**config.mk**
```make
export PLATFORM = sky130hd
export DESIGN_NAME = fb_arbiter_flat
export DESIGN_NICKNAME = d
export VERILOG_FILES = /design/src/rtl/fb_arbiter_if.sv /design/src/rtl/fb_arbiter.sv /design/src/flat_wrapper.sv
export SDC_FILE = /design/constraint.sdc
export NUM_CORES = 1
export LEC_CHECK = 0
export CAP_MARGIN = 10
export CORE_MARGIN = 4
export CORE_UTILIZATION = 39
export CTS_CLUSTER_DIAMETER = 50
export CTS_CLUSTER_SIZE = 28
export DETAILED_ROUTE_END_ITERATION = 16
export PLACE_DENSITY = 0.77
export SYNTH_ARGS = -nofsm -noshare
export SYNTH_HDL_FRONTEND = slang
export SYNTH_SLANG_ARGS = --single-unit
```
**constraint.sdc**
```tcl
create_clock -name clk100 -period 2.3 [get_ports clk100]
set_input_delay 0.46 -clock clk100 [delete_from_list [all_inputs] [get_ports clk100]]
set_output_delay 0.46 -clock clk100 [all_outputs]
set_load 0.03 [all_outputs]
```
**src/rtl/fb_arbiter_if.sv**
```systemverilog
// ---------------------------------------------------------------------------
// fb_arbiter_if
//
// Bundles every signal between the framebuffer arbiter and its neighbours:
// the scan-out fetch requester, the drawing writer and the single-port
// pixel memory.
//
//   fetch_req/fetch_addr  -> arbiter   scan-out burst request and base address
//   fetch_ack             <- arbiter   one-cycle burst acceptance pulse
//   fetch_valid/fetch_data<- arbiter   burst read data, in address order
//   wr_req/wr_addr/wr_data-> arbiter   single-word write request
//   wr_ack                <- arbiter   one-cycle pulse, write issued
//   mem_addr/mem_we/mem_wdata <- arbiter   registered memory command
//   mem_rdata             -> arbiter   memory read data
//   busy                  <- arbiter   arbiter is not idle
//
// The slave modport is the arbiter's view; master is the environment's view.
// ---------------------------------------------------------------------------
interface fb_arbiter_if #(
    parameter int ADDR_W = 19,
    parameter int DATA_W = 12
);
    logic              fetch_req;
    logic [ADDR_W-1:0] fetch_addr;
    logic              fetch_ack;
    logic              fetch_valid;
    logic [DATA_W-1:0] fetch_data;
    logic              wr_req;
    logic [ADDR_W-1:0] wr_addr;
    logic [DATA_W-1:0] wr_data;
    logic              wr_ack;
    logic [ADDR_W-1:0] mem_addr;
    logic              mem_we;
    logic [DATA_W-1:0] mem_wdata;
    logic [DATA_W-1:0] mem_rdata;
    logic              busy;

    modport slave (
        input  fetch_req, fetch_addr, wr_req, wr_addr, wr_data, mem_rdata,
        output fetch_ack, fetch_valid, fetch_data, wr_ack,
               mem_addr, mem_we, mem_wdata, busy
    );

    modport master (
        output fetch_req, fetch_addr, wr_req, wr_addr, wr_data, mem_rdata,
        input  fetch_ack, fetch_valid, fetch_data, wr_ack,
               mem_addr, mem_we, mem_wdata, busy
    );
endinterface

```
**src/rtl/fb_arbiter.sv**
```systemverilog
// ---------------------------------------------------------------------------
// fb_arbiter
//
// Arbitrates a single-port synchronous pixel memory between the scan-out line
// fetcher (BURST-word read bursts, high priority) and a drawing writer
// (single-word writes). After a burst, a waiting writer always gets the next
// slot, which bounds write latency.
//
// Ports:
//   clk100  sole clock, rising edge
//   reset   synchronous, active-high
//   bus     fb_arbiter_if.slave: request/ack handshakes, burst read data
//           and the registered memory command
//
// Parameters: ADDR_W address width, DATA_W pixel width, BURST words per
// fetch, RD_LAT memory read latency in cycles.
// ---------------------------------------------------------------------------
module fb_arbiter #(
    parameter int ADDR_W = 19,
    parameter int DATA_W = 12,
    parameter int BURST  = 8,
    parameter int RD_LAT = 2
) (
    input  logic          clk100,
    input  logic          reset,
    fb_arbiter_if.slave   bus
);

    localparam int              CNT_W     = (BURST > 1) ? $clog2(BURST) : 1;
    localparam logic [CNT_W-1:0] LAST_BEAT = CNT_W'(BURST - 1);

    typedef enum logic [1:0] {
        IDLE  = 2'd0,
        FETCH = 2'd1,
        WRITE = 2'd2
    } state_t;

    state_t            state;
    state_t            state_nx;
    logic [CNT_W-1:0]  beat;
    logic              last_fetch;

    logic [ADDR_W-1:0] mem_addr_q;
    logic [ADDR_W-1:0] mem_addr_nx;
    logic [DATA_W-1:0] mem_wdata_q;
    logic [DATA_W-1:0] mem_wdata_nx;
    logic              mem_we_q;
    logic              mem_we_nx;
    logic              fetch_ack_q;
    logic              fetch_ack_nx;
    logic              wr_ack_q;
    logic              wr_ack_nx;

    // Bit i is set when a read was issued i+1 cycles ago; the top bit lines up
    // with the registered copy of mem_rdata for that read.
    logic [RD_LAT:0]   issue_sr;
    logic [DATA_W-1:0] fetch_data_q;

    // State register plus the burst beat counter and the fairness flag.
    // last_fetch remembers that the most recent grant was a burst, so a
    // waiting writer beats a new fetch request in the following IDLE cycle.
    always_ff @(posedge clk100) begin
        if (reset) begin
            state      <= IDLE;
            beat       <= '0;
            last_fetch <= 1'b0;
        end else begin
            state <= state_nx;
            if (state == FETCH && state_nx == FETCH) begin
                beat <= beat + 1'b1;
            end else begin
                beat <= '0;
            end
            if (state == FETCH && state_nx == IDLE) begin
                last_fetch <= 1'b1;
            end else if (state == WRITE) begin
                last_fetch <= 1'b0;
            end
        end
    end

    // Next-state decision. Grants are only made from IDLE, so every grant
    // is separated from the previous one by at least one IDLE cycle.
    always_comb begin
        state_nx = state;
        case (state)
            IDLE: begin
                if (bus.fetch_req && !(bus.wr_req && last_fetch)) begin
                    state_nx = FETCH;
                end else if (bus.wr_req) begin
                    state_nx = WRITE;
                end
            end
            FETCH: begin
                if (beat == LAST_BEAT) begin
                    state_nx = IDLE;
                end
            end
            WRITE: begin
                state_nx = IDLE;
            end
            default: begin
                state_nx = IDLE;
            end
        endcase
    end

    // Output decode, computed from the upcoming state so the memory command
    // and acks are registered and appear in the same cycle as that state.
    // The burst address increments naturally wrap at 2^ADDR_W.
    always_comb begin
        mem_addr_nx  = mem_addr_q;
        mem_wdata_nx = mem_wdata_q;
        mem_we_nx    = 1'b0;
        fetch_ack_nx = 1'b0;
        wr_ack_nx    = 1'b0;
        case (state_nx)
            FETCH: begin
                if (state == IDLE) begin
                    mem_addr_nx  = bus.fetch_addr;
                    fetch_ack_nx = 1'b1;
                end else begin
                    mem_addr_nx  = mem_addr_q + 1'b1;
                end
            end
            WRITE: begin
                mem_addr_nx  = bus.wr_addr;
                mem_wdata_nx = bus.wr_data;
                mem_we_nx    = 1'b1;
                wr_ack_nx    = 1'b1;
            end
            default: begin
            end
        endcase
    end

    // Output registers and read tracking. The issue shift register runs
    // independently of the FSM, so reads in flight finish across any later
    // state; reset clears it so an interrupted burst delivers nothing.
    always_ff @(posedge clk100) begin
        if (reset) begin
            mem_addr_q   <= '0;
            mem_wdata_q  <= '0;
            mem_we_q     <= 1'b0;
            fetch_ack_q  <= 1'b0;
            wr_ack_q     <= 1'b0;
            issue_sr     <= '0;
            fetch_data_q <= '0;
        end else begin
            mem_addr_q   <= mem_addr_nx;
            mem_wdata_q  <= mem_wdata_nx;
            mem_we_q     <= mem_we_nx;
            fetch_ack_q  <= fetch_ack_nx;
            wr_ack_q     <= wr_ack_nx;
            issue_sr     <= {issue_sr[RD_LAT-1:0], (state == FETCH)};
            fetch_data_q <= bus.mem_rdata;
        end
    end

    assign bus.mem_addr    = mem_addr_q;
    assign bus.mem_wdata   = mem_wdata_q;
    assign bus.mem_we      = mem_we_q;
    assign bus.fetch_ack   = fetch_ack_q;
    assign bus.wr_ack      = wr_ack_q;
    assign bus.fetch_valid = issue_sr[RD_LAT];
    assign bus.fetch_data  = fetch_data_q;
    assign bus.busy        = (state != IDLE);

endmodule

```
**src/flat_wrapper.sv**
```systemverilog
// flat-port wrapper written by rule: the top's interface ports become plain ports
module fb_arbiter_flat 
#(
    parameter int ADDR_W = 19,
    parameter int DATA_W = 12,
    parameter int BURST  = 8,
    parameter int RD_LAT = 2
)
  (clk100, reset, bus_fetch_req, bus_fetch_addr, bus_wr_req, bus_wr_addr, bus_wr_data, bus_mem_rdata, bus_fetch_ack, bus_fetch_valid, bus_fetch_data, bus_wr_ack, bus_mem_addr, bus_mem_we, bus_mem_wdata, bus_busy);
  fb_arbiter_if #(.ADDR_W(ADDR_W), .DATA_W(DATA_W)) bus_i ();
  input  logic clk100;
  input  logic reset;
  input wire logic [$bits(bus_i.fetch_req)-1:0] bus_fetch_req;
  input wire logic [$bits(bus_i.fetch_addr)-1:0] bus_fetch_addr;
  input wire logic [$bits(bus_i.wr_req)-1:0] bus_wr_req;
  input wire logic [$bits(bus_i.wr_addr)-1:0] bus_wr_addr;
  input wire logic [$bits(bus_i.wr_data)-1:0] bus_wr_data;
  input wire logic [$bits(bus_i.mem_rdata)-1:0] bus_mem_rdata;
  output wire logic [$bits(bus_i.fetch_ack)-1:0] bus_fetch_ack;
  output wire logic [$bits(bus_i.fetch_valid)-1:0] bus_fetch_valid;
  output wire logic [$bits(bus_i.fetch_data)-1:0] bus_fetch_data;
  output wire logic [$bits(bus_i.wr_ack)-1:0] bus_wr_ack;
  output wire logic [$bits(bus_i.mem_addr)-1:0] bus_mem_addr;
  output wire logic [$bits(bus_i.mem_we)-1:0] bus_mem_we;
  output wire logic [$bits(bus_i.mem_wdata)-1:0] bus_mem_wdata;
  output wire logic [$bits(bus_i.busy)-1:0] bus_busy;
  assign bus_i.fetch_req = bus_fetch_req;
  assign bus_i.fetch_addr = bus_fetch_addr;
  assign bus_i.wr_req = bus_wr_req;
  assign bus_i.wr_addr = bus_wr_addr;
  assign bus_i.wr_data = bus_wr_data;
  assign bus_i.mem_rdata = bus_mem_rdata;
  assign bus_fetch_ack = bus_i.fetch_ack;
  assign bus_fetch_valid = bus_i.fetch_valid;
  assign bus_fetch_data = bus_i.fetch_data;
  assign bus_wr_ack = bus_i.wr_ack;
  assign bus_mem_addr = bus_i.mem_addr;
  assign bus_mem_we = bus_i.mem_we;
  assign bus_mem_wdata = bus_i.mem_wdata;
  assign bus_busy = bus_i.busy;
  fb_arbiter #(.ADDR_W(ADDR_W), .DATA_W(DATA_W), .BURST(BURST), .RD_LAT(RD_LAT)) u_core (.clk100(clk100), .reset(reset), .bus(bus_i));
endmodule
```
==> impl_metrics.toml, run 1 <==
[route]
drc = 0
dr.pass1.iters = 4
routed_wirelength_mm = 7.771
vias = 2686
via_per_inst = 5.106
drt_iter0_drc = 149
ant_nets = 0
post_drt_wl_per_cell_um = 14.77

[worst_setup_path]
cp.required_ns = 2.53
worstSetupStartpointType = "register"
path_class = "reg -> reg"
worstSetupEndpoint = "u_core.bus.mem_addr[17]"
crit_chain = "ha_4, ha_4, nand2b_4, a21o_1, ha_4, buf_4, or4b_4, a31oi_4, a31oi_1, a211oi_1"
crit_fanout = 4
crit_family = "simple AND/OR/NAND/NOR gates"
crit_arrival_ns = 2.56
regToRegStartpoint = "u_core.beat[0]"
crit_cells = 10
rrSetupSlack_ns = -0.03
cp_slowest_stage_delay_ns = 0.52
cpMostUsedCell = "ha_4"
r2r_cells = 10
cp-end-kind = "register"
slowest_stage = "or4b_4"
crit_start = "u_core.beat[0]"
r2r-end = "u_core.bus.mem_addr[17]"
critPathBufInv = 1

[clock_network]
cts_tree = "yes"
clk_latency_ns = 0.31
cts_root_buf = "clkbuf_8"
cts_made_buffers = 5
cts.path.max_buffers = 2
cts_sinks = 54
clkTransAtPathRegs_ns = 0.10
h-tree-depth = 2
cts_hold_buf = 0

[yosys]
ys_ff_latch = 54
synth_nets = 379
ys_warn_count = 0
avgSynthCellArea_um2 = 8.852
synth_flop_cell = "dfxtp_1"
synth_edf_count = 0
ys_seq_area_share_pct = 39.78
synth_top_cells_by_area = "dfxtp_1 (40%), mux2i_1 (5.9%), nor2_1 (5.1%), nor2b_1 (4.4%), ha_1 (2.8%)"
synth_area_um2 = 2718
synth_top_area_share_pct = 39.78
async_flop_share_pct = 0
synthCells = 307
yosys.cell_types.count = 58
yosysTopAreaCell = "dfxtp_1"

[sta]
fin_crit_sh_pct = 101.5
slew_violations = 0
hold_viol = 0
fmax_ghz = 0.4283
skew_ns = 0.008126
tightest_slew_ns = 0.4227
finalSetupViolCount = 2
holdWs_ns = 0.4615
worst_slack_ns = -0.03465
max-slew-margin-rel_pct = 71.61
period_needed_ns = 2.335
rsz0062_at_grt = "yes"

[placed_design]
dp_hpwl_mm = 5.766
port_buffers = 113
placed_cell_area_um2 = 4050
place.gp.congestion = 0.8423

[global_route]
grt_first_pass_wirelength_mm = 12.55
grt_pass1_vias = 2656
grt_overflow = 0
grt_start_max_net_pins = 24
grt_antenna_before_repair = 0
grt_use_total_pct = 18.25

[die]
start_util_pct = 40.00
die_w_um = 91.48
core_area_um2 = 6794
rows = 30
die_height_um = 91.48
die-area_um2 = 8368
io_pins = 114

[power]
p_comb_share_pct = 38.5
intPower_w = 0.001814
peakVddDrop_mv = 0.3259
p_leak_nw = 1.593
clkPwrFrac_pct = 20.4
switching_share_pct = 34.74
p_sw_w = 0.0009657
seqPwrFrac_pct = 41.1
p_per_area_nw_per_um2 = 649.6

[cells_and_area]
seq_area_um2 = 1084
fin_nets = 501
num_antenna_cells = 0
syn2layout_area_growth_pct = 57.46
fillerInstances = 563
multi_input_area_um2 = 1602
drive_gt1_share_pct = 13.26
design_area_um2 = 4279

[outcome]
violations = "negative setup slack"
run_status = "finished, violations left"

[job]
drv_cap = 0

[worst_hold_path]
worstHoldPathType = "reg -> reg"
-- cells in the final DEF (no fill, tap or decap), types with 3 or more instances in the layout --
cell type	count
o31ai_1	3
buf_6	3
o21ai_0	6
a31oi_1	3
a311oi_1	6
nor2_1	37
mux2i_1	16
nand4_1	4
xnor2_1	3
ha_4	4
nand2b_1	10
inv_1	7
or4b_4	3
a211o_1	4
a21oi_1	12
nor4_1	3
buf_4	20
clkbuf_8	6
nand2_1	18
nor3_1	6
nand3_1	7
and4_1	3
a211oi_1	6
clkdlybuf4s50_1	111
and2_1	4
and3_1	4
nor2b_1	19
dfxtp_1	52
a311o_1	4
-- through the flow --
step	utilization (%)	setup slack, ns	instances	TNS (ns)	total power, W
6_report	62.98	-0.03465	526	-0.06858	0.002780
5_1_grt	62.98	-0.1100	526	-0.3301	0.002930
4_1_cts	62.21	-0.03566	524	-0.09275	0.002768
3_5_place_dp	59.61	-0.3382	516	-3.632	0.002158
3_3_place_gp	59.61	-0.2827	516	-2.810	0.002140
2_1_floorplan	-	-0.01542	307	-0.01542	0.001722
-- power by group through the flow --
stage	clock [W]	combinational (W)	sequential (W)
2_1_floorplan	0	0.000426	0.00130
3_3_place_gp	0	0.000986	0.00115
3_5_place_dp	0	0.000998	0.00116
4_1_cts	0.000595	0.00103	0.00114
5_1_grt	0.000624	0.00115	0.00116
6_report	0.000568	0.00107	0.00114
-- sequential cells by signal (all words and copies together), names as in the netlist --
name / cells
u_core.last_fetch: 1
u_core.bus.mem_addr: 19
u_core.bus.fetch_ack: 1
u_core.bus.mem_we: 1
u_core.beat: 3
u_core.issue_sr: 3
u_core.state: 2
u_core.bus.mem_wdata: 12
u_core.bus.fetch_data: 12
-- cell type report --
| class | instances | area share, % |
|---|---|---|
| clock buffer | 6 | 1.930 |
| multi-input combinational | 223 | 37.43 |
| sequential | 54 | 25.32 |
| clock inverter | 2 | 0.3801 |
| tap | 96 | 2.807 |
| timing repair buffer | 137 | 31.43 |
| inverter | 8 | 0.7018 |
-- cells by family after synthesis --
| logic type | share of synthesized area (%) |
|---|---|
| compound gates | 16.80 |
| xor+xnor | 1.612 |
| fa+ha+maj | 2.762 |
| buf+inv | 4.834 |
| flops | 39.78 |
| mux | 6.307 |
| simple gates | 27.90 |
-- worst reg2reg max path, cell delays in order (launching register included) --
cell      delay [ns]
dfxtp_2         0.35
ha_4            0.16
ha_4            0.14
nand2b_4        0.13
a21o_1          0.20
ha_4            0.19
buf_4           0.14
or4b_4          0.52
a31oi_4         0.18
a31oi_1         0.06
a211oi_1        0.19
-- worst min-delay path by stage --
stage | from | to | slack, ns | cells past startpoint
after detailed placement | u_core.beat[0] | u_core.beat[0] | 0.43 | 1
after floorplan | u_core.beat[0] | u_core.beat[0] | 0.41 | 1
after global routing | u_core.issue_sr[0] | u_core.issue_sr[1] | 0.47 | 1
after CTS | u_core.beat[0] | u_core.beat[0] | 0.44 | 1
final | u_core.issue_sr[0] | u_core.issue_sr[1] | 0.46 | 1
after global placement | u_core.issue_sr[0] | u_core.issue_sr[1] | 0.42 | 1
-- per-layer routing --
metal	global-route usage [%]	share of wire, %	vias up
met4	5.528	1.2	0
met2	31.04	50	77
met5	0	0	-
li1	-	-	1344
met1	22.90	43	1255
met3	4.060	6.1	10
-- synth_stat cells (2+ instances only) --
library cell and instances:
o311ai_0 2, o21a_1 2, a21o_1 2, a21oi_1 12, inv_1 7, and4_1 3, and2_1 4, nand4_1 4
a211o_1 4, nor2b_1 19, dfxtp_1 54, a211oi_1 7, buf_1 3, a311oi_1 6, a221oi_1 2, nand3b_1 2
buf_2 6, nand2_1 18, nor3_1 6, or3_1 2, nand2b_1 11, nor2_1 37, and3_1 4, nand3_1 7
o31ai_1 3, a311o_1 4, o21ai_0 6, nor4_1 3, xor2_1 2, a31oi_1 4, mux2i_1 16, ha_1 6
clkbuf_1 11, nor4_4 2, xnor2_1 3
-- what timing repair did --
action / in CTS / in global routing
pin swaps: 12 / 5
setup endpoints to repair: 7 / 9
resized for setup: 11 / 5
cloned: 0 / 1
setup buffers: 0 / 1
Note: power is estimated with default switching activity, not from simulation.
==> run 2: changes to the inputs <==
- ABC_CLOCK_PERIOD_IN_PS: unset -> 2300
==> results of run 2 <==
No change in the layout: final DEF, timing and power equal those of run 1.
